File: src/rtl/mem_arbiter.sv
// Two-cycle-slot SRAM arbiter that shares one asynchronous SRAM between a CPU port,
// VCH video read channels and a ROM loader. All SRAM-facing outputs come straight from flops.
module mem_arbiter #(
  parameter int AW          = 21,
  parameter int DW          = 8,
  parameter int VCH         = 2,
  parameter int CPU_MAXWAIT = 3
) (
  input  logic              clk,
  input  logic              reset,
  input  logic              loader_act,
  input  logic [AW-1:0]     loader_a,
  input  logic [DW-1:0]     loader_d,
  input  logic              loader_wr,
  input  logic              cpu_req,
  input  logic              cpu_wr,
  input  logic [AW-1:0]     cpu_a,
  input  logic [DW-1:0]     cpu_di,
  output logic [DW-1:0]     cpu_do,
  output logic              cpu_ack,
  input  logic [VCH-1:0]    vid_req,
  input  logic [VCH*AW-1:0] vid_a,
  output logic [DW-1:0]     vid_do,
  output logic [VCH-1:0]    vid_valid,
  output logic [AW-1:0]     ma,
  output logic [DW-1:0]     md_o,
  input  logic [DW-1:0]     md_i,
  output logic              md_oe,
  output logic              mrd_n,
  output logic              mwr_n
);

  localparam int CW = (VCH > 1) ? $clog2(VCH) : 1;
  localparam int SW = (CPU_MAXWAIT > 0) ? $clog2(CPU_MAXWAIT + 1) : 1;

  typedef enum logic [1:0] {IDLE, ACC1, ACC2, LOAD} state_t;

  state_t          state, state_next;
  logic [CW-1:0]   rr_ptr;
  logic [SW-1:0]   starve;
  logic            slot_cpu;
  logic            slot_wr;
  logic [CW-1:0]   slot_ch;

  logic            cpu_elig;
  logic [VCH-1:0]  vid_elig;
  logic            vid_any;
  logic [CW-1:0]   vsel;
  logic            found;
  int unsigned     idx;
  logic            grant_cpu;
  logic            grant_vid;
  logic            grant_wr;
  logic [AW-1:0]   grant_a;

  always_comb begin
    cpu_elig = cpu_req;
    vid_elig = vid_req;
    // The requester of the slot in ACC2 is still holding its request; it must not win its own ack cycle.
    if (state == ACC2) begin
      if (slot_cpu) cpu_elig = 1'b0;
      else          vid_elig[slot_ch] = 1'b0;
    end
    vid_any = |vid_elig;

    vsel  = rr_ptr;
    found = 1'b0;
    idx   = 0;
    for (int unsigned k = 0; k < VCH; k++) begin
      idx = ({{(32-CW){1'b0}}, rr_ptr} + k) % VCH;
      if (!found && vid_elig[CW'(idx)]) begin
        found = 1'b1;
        vsel  = CW'(idx);
      end
    end

    state_next = state;
    grant_cpu  = 1'b0;
    grant_vid  = 1'b0;
    case (state)
      IDLE, ACC2: begin
        state_next = IDLE;
        if (loader_act)                                     state_next = LOAD;
        else if (cpu_elig && (starve >= SW'(CPU_MAXWAIT)))  grant_cpu  = 1'b1;
        else if (vid_any)                                   grant_vid  = 1'b1;
        else if (cpu_elig)                                  grant_cpu  = 1'b1;
        if (grant_cpu || grant_vid) state_next = ACC1;
      end
      ACC1:    state_next = ACC2;
      LOAD:    state_next = loader_act ? LOAD : IDLE;
      default: state_next = IDLE;
    endcase

    grant_wr = grant_cpu & cpu_wr;
    grant_a  = grant_cpu ? cpu_a : vid_a[int'(vsel)*AW +: AW];
  end

  always_ff @(posedge clk) begin
    if (reset) begin
      state     <= IDLE;
      rr_ptr    <= '0;
      starve    <= '0;
      slot_cpu  <= 1'b0;
      slot_wr   <= 1'b0;
      slot_ch   <= '0;
      ma        <= '0;
      md_o      <= '0;
      md_oe     <= 1'b0;
      mrd_n     <= 1'b1;
      mwr_n     <= 1'b1;
      cpu_ack   <= 1'b0;
      vid_valid <= '0;
      cpu_do    <= '0;
      vid_do    <= '0;
    end else begin
      state     <= state_next;
      cpu_ack   <= 1'b0;
      vid_valid <= '0;

      if (state == ACC2) begin
        if (slot_cpu) begin
          cpu_ack <= 1'b1;
          if (!slot_wr) cpu_do <= md_i;
        end else begin
          vid_valid <= VCH'(1) << slot_ch;
          vid_do    <= md_i;
        end
      end

      if (grant_cpu)
        starve <= '0;
      else if (grant_vid && cpu_req && (starve < SW'(CPU_MAXWAIT)))
        starve <= starve + 1'b1;

      if (grant_vid)
        rr_ptr <= (vsel == CW'(VCH - 1)) ? '0 : vsel + 1'b1;

      case (state_next)
        ACC1: begin
          slot_cpu <= grant_cpu;
          slot_wr  <= grant_wr;
          slot_ch  <= vsel;
          ma       <= grant_a;
          md_o     <= cpu_di;
          md_oe    <= grant_wr;
          mrd_n    <= grant_wr;
          mwr_n    <= 1'b1;
        end
        ACC2: mwr_n <= ~slot_wr;
        LOAD: begin
          ma    <= loader_a;
          md_o  <= loader_d;
          md_oe <= loader_wr;
          mwr_n <= ~loader_wr;
          mrd_n <= 1'b1;
        end
        default: begin
          md_oe <= 1'b0;
          mrd_n <= 1'b1;
          mwr_n <= 1'b1;
        end
      endcase
    end
  end

endmodule
File: config.mk
export PLATFORM = sky130hd
export DESIGN_NAME = mem_arbiter
export DESIGN_NICKNAME = d
export VERILOG_FILES = /design/src/rtl/mem_arbiter.sv
export SDC_FILE = /design/constraint.sdc
export NUM_CORES = 1
export LEC_CHECK = 0
export CAP_MARGIN = 20
export CORE_MARGIN = 3
export CORE_UTILIZATION = 30
export CTS_BUF_LIST = sky130_fd_sc_hd__clkbuf_16
export DETAILED_ROUTE_END_ITERATION = 8
export GPL_ROUTABILITY_DRIVEN = 1
export SYNTH_ARGS = -nofsm -noshare
export SYNTH_HDL_FRONTEND = slang
export SYNTH_SLANG_ARGS = --single-unit
File: constraint.sdc
create_clock -name clk -period 5 [get_ports clk]
set_clock_uncertainty 0.2 [all_clocks]
set_input_delay 1.25 -clock clk [delete_from_list [all_inputs] [get_ports clk]]
set_output_delay 1.25 -clock clk [all_outputs]
set_load 0.02 [all_outputs]
==> flow_summary.yaml <==
run_status:
  status: "finished, final reports clean"
critical_path:
  crit_fanout: 21
  cp.required_ns: 5.01
  r2r-start: "state[0]"
  startpoint_type: "input port"
  r2r_end: "ma[16]"
  ff2ff_path_depth: 5
  r2r_slack_ns: 2.16
  crit_type: "input port to flop"
  crit_arrival_ns: 3.71
  endpoint_kind: "flop"
synthesis:
  syn-num-nets: 456
  netlist_area_um2: 3085
  ys_ff_latch: 59
  ys_seq_area_frac: 0.3828
  avgSynthCellArea_um2: 9.102
  synth_cells: 339
  synth-warning-count: 0
  synth_edf_count: 0
  async_reset_ff_frac: 0
  synthFlopType: "dfxtp_1"
  synthDistinctLibCells: 46
layout:
  layout-drive-gt1-share: 0.08451
  antenna_cells: 0
  nFillCells: 902
  nets: 609
  final_cell_mix: "clkdlybuf4s50_1 (165), dfxtp_1 (59), a21oi_1 (31)"
  final_common_cell: "clkdlybuf4s50_1"
  area_delta_synth_final_pct: 66.95
place:
  place_hpwl_um: 7871
  routabilityCongestion: 0.7508
  portBuffers: 166
global_route:
  grt_start_max_net_pins: 60
  grt_pass1_wl_um: 18040
  grt_pass1_vias: 3508
  grt.total_usage: 0.1948
  grt_overflow: 0
  antenna_found_initial: 0
timing:
  final_hold_viol_count: 0
  drv_slew: 0
  final.period_utilization: 0.7394
  finalSetupViolCount: 0
  period_minus_slack_ns: 3.697
  tightest_slew_ns: 0.9399
  setup-tns-final_ns: 0
  relSlewSlack: 0.3734
  timing.hold.ws_ns: 0.2567
  fmax_mhz: 270.5
  rsz0062_at_grt: "false"
die:
  io_pins: 167
  rows: 36
  start_util: 0.3128
  coreArea_um2: 9864
  dieArea_um2: 11540
  die_x_um: 107.4
  die_h_um: 107.4
power:
  switching_share: 0.2734
  p_comb_frac: 0.254
  ir_worst_vdd_uv: 157.9
  switchingPower_mw: 0.4621
  clkPwrFrac: 0.426
  cellLeakagePower_nw: 1.825
  p_int_mw: 1.228
  seq_power_share: 0.320
  p_per_area_nw_per_um2: 328.1
detailed_routing:
  drtPass1Iterations: 5
  vias: 3337
  drt_drc_violations_left: 0
  drtAntennaViolNets: 0
  drt_iter0_markers: 118
  wl_um: 11340
  viasPerCell: 5.297
  post_drt_wl_per_cell_um: 17.99
clock_network:
  cts_root_buf: "clkbuf_16"
  hold_buffers: 0
  clk_pin_slew_worst_paths_ns: 0.06
  cts_tree: "built"
  postCtsSetupRepairBufs: 0
  cts_htree_levels: 3
  cts-resized-gates: 0
  cts_inserted_buffers: 9
  clk_latency_ns: 0.32
  cts.sinks: 59
  clk_path_buf_depth: 2
worst_hold_path:
  hp-start: "vid_do[7]"
  hold_end: "vid_do[7]"
  hold_depth: 2
  hold_path_class: "flop to flop"
job:
  max_cap_viol_count: 0
sequential cells by signal, summed over array words and instances (netlist names):
name       count
cpu_ack        1
cpu_do         8
ma            21
md_o           8
md_oe          1
mrd_n          1
mwr_n          1
rr_ptr         1
slot_ch        1
slot_cpu       1
slot_wr        1
starve         2
state          2
vid_do         8
vid_valid      2
worst max-delay path by stage:
| stage | startpoint | to | cells after the start |
|---|---|---|---|
| final | vid_req[1] | ma[16] | 6 |
| after global routing | vid_req[1] | ma[14] | 6 |
| after CTS | vid_req[0] | ma[19] | 6 |
| after detailed placement | vid_req[0] | ma[4] | 6 |
| after global placement | vid_req[1] | ma[18] | 6 |
| after floorplan | vid_req[0] | ma[10] | 6 |
power groups by stage:
| stage | Combinational, mW | Clock, mW | Sequential (mW) |
|---|---|---|---|
| final | 0.430 | 0.719 | 0.542 |
| after global routing | 0.465 | 0.754 | 0.547 |
| after detailed placement | 0.431 | 0 | 0.550 |
| after CTS | 0.433 | 0.734 | 0.541 |
| after global placement | 0.427 | 0 | 0.550 |
| after floorplan | 0.187 | 0 | 0.589 |
metal layers:
metal  track usage  vias up  wire length, um
li1              -     1621                -
met1        0.2465     1578             4976
met2        0.3315      131             5370
met3       0.04979        7              886
met4       0.04779        0              102
met5             0        -                0
Yosys cell counts, types with 2 or more instances:
cell type   n  area (um^2)
inv_1       3        11.26
buf_6       6        67.56
nor3_1      6        30.03
nand2b_1    3        18.77
o21a_1      2        15.01
nor2_1     25        93.84
nor2b_1     3        18.77
mux2i_1    15        150.1
a221oi_2    8        120.1
a211oi_1    5        37.54
o22ai_1    20        125.1
a31oi_1     2        12.51
dfxtp_1    59         1181
a22o_1     21        183.9
a221oi_1   13        113.9
o32ai_1    20        175.2
a21oi_1    31        155.2
a222oi_1    3        30.03
nand3_1     2        10.01
nand2_1    25        93.84
clkbuf_1   22        82.58
and2_1     21        131.4
critical path, cell delays in order:
cell	delay [ns]
clkdlybuf4s50_1	0.52
mux2i_1	0.13
a21oi_4	0.32
o31a_1	0.42
nand2b_1	0.59
o32ai_1	0.47
kinds of logic after synthesis:
logic type	count (synthesis)	share of synthesized area
AO/OA/AOI/OAI	135	0.3463
AND/OR/NAND/NOR	94	0.1553
flip-flops	59	0.3828
buffers and inverters	33	0.05636
multiplexers	16	0.05231
XOR/XNOR	1	0.002839
adder cells (fa/ha/maj)	1	0.004055
through the flow:
stage               worst slack [ns]  instance area [um^2]  power, mW  cells    util
global placement               1.091                  4801     0.9764    614  0.4867
finish                         1.303                  5151      1.690    630  0.5222
detailed placement             1.026                  4801     0.9813    614  0.4867
CTS                            1.311                  5151      1.708    630  0.5222
floorplan                      2.245                  3085     0.7759    339       -
global route                   1.039                  5151      1.765    630  0.5222
layout make-up:
cell class	count	area, um^2	area share
Sequential cell	59	1181	0.2293
Timing Repair Buffer	172	1702	0.3303
Tap cell	133	166.4	0.03231
Inverter	3	11.26	0.002186
Clock buffer	9	225.2	0.04372
Clock inverter	7	125.1	0.02429
Multi-Input combinational cell	247	1740	0.3379
Power figures use the tool's default switching activity.
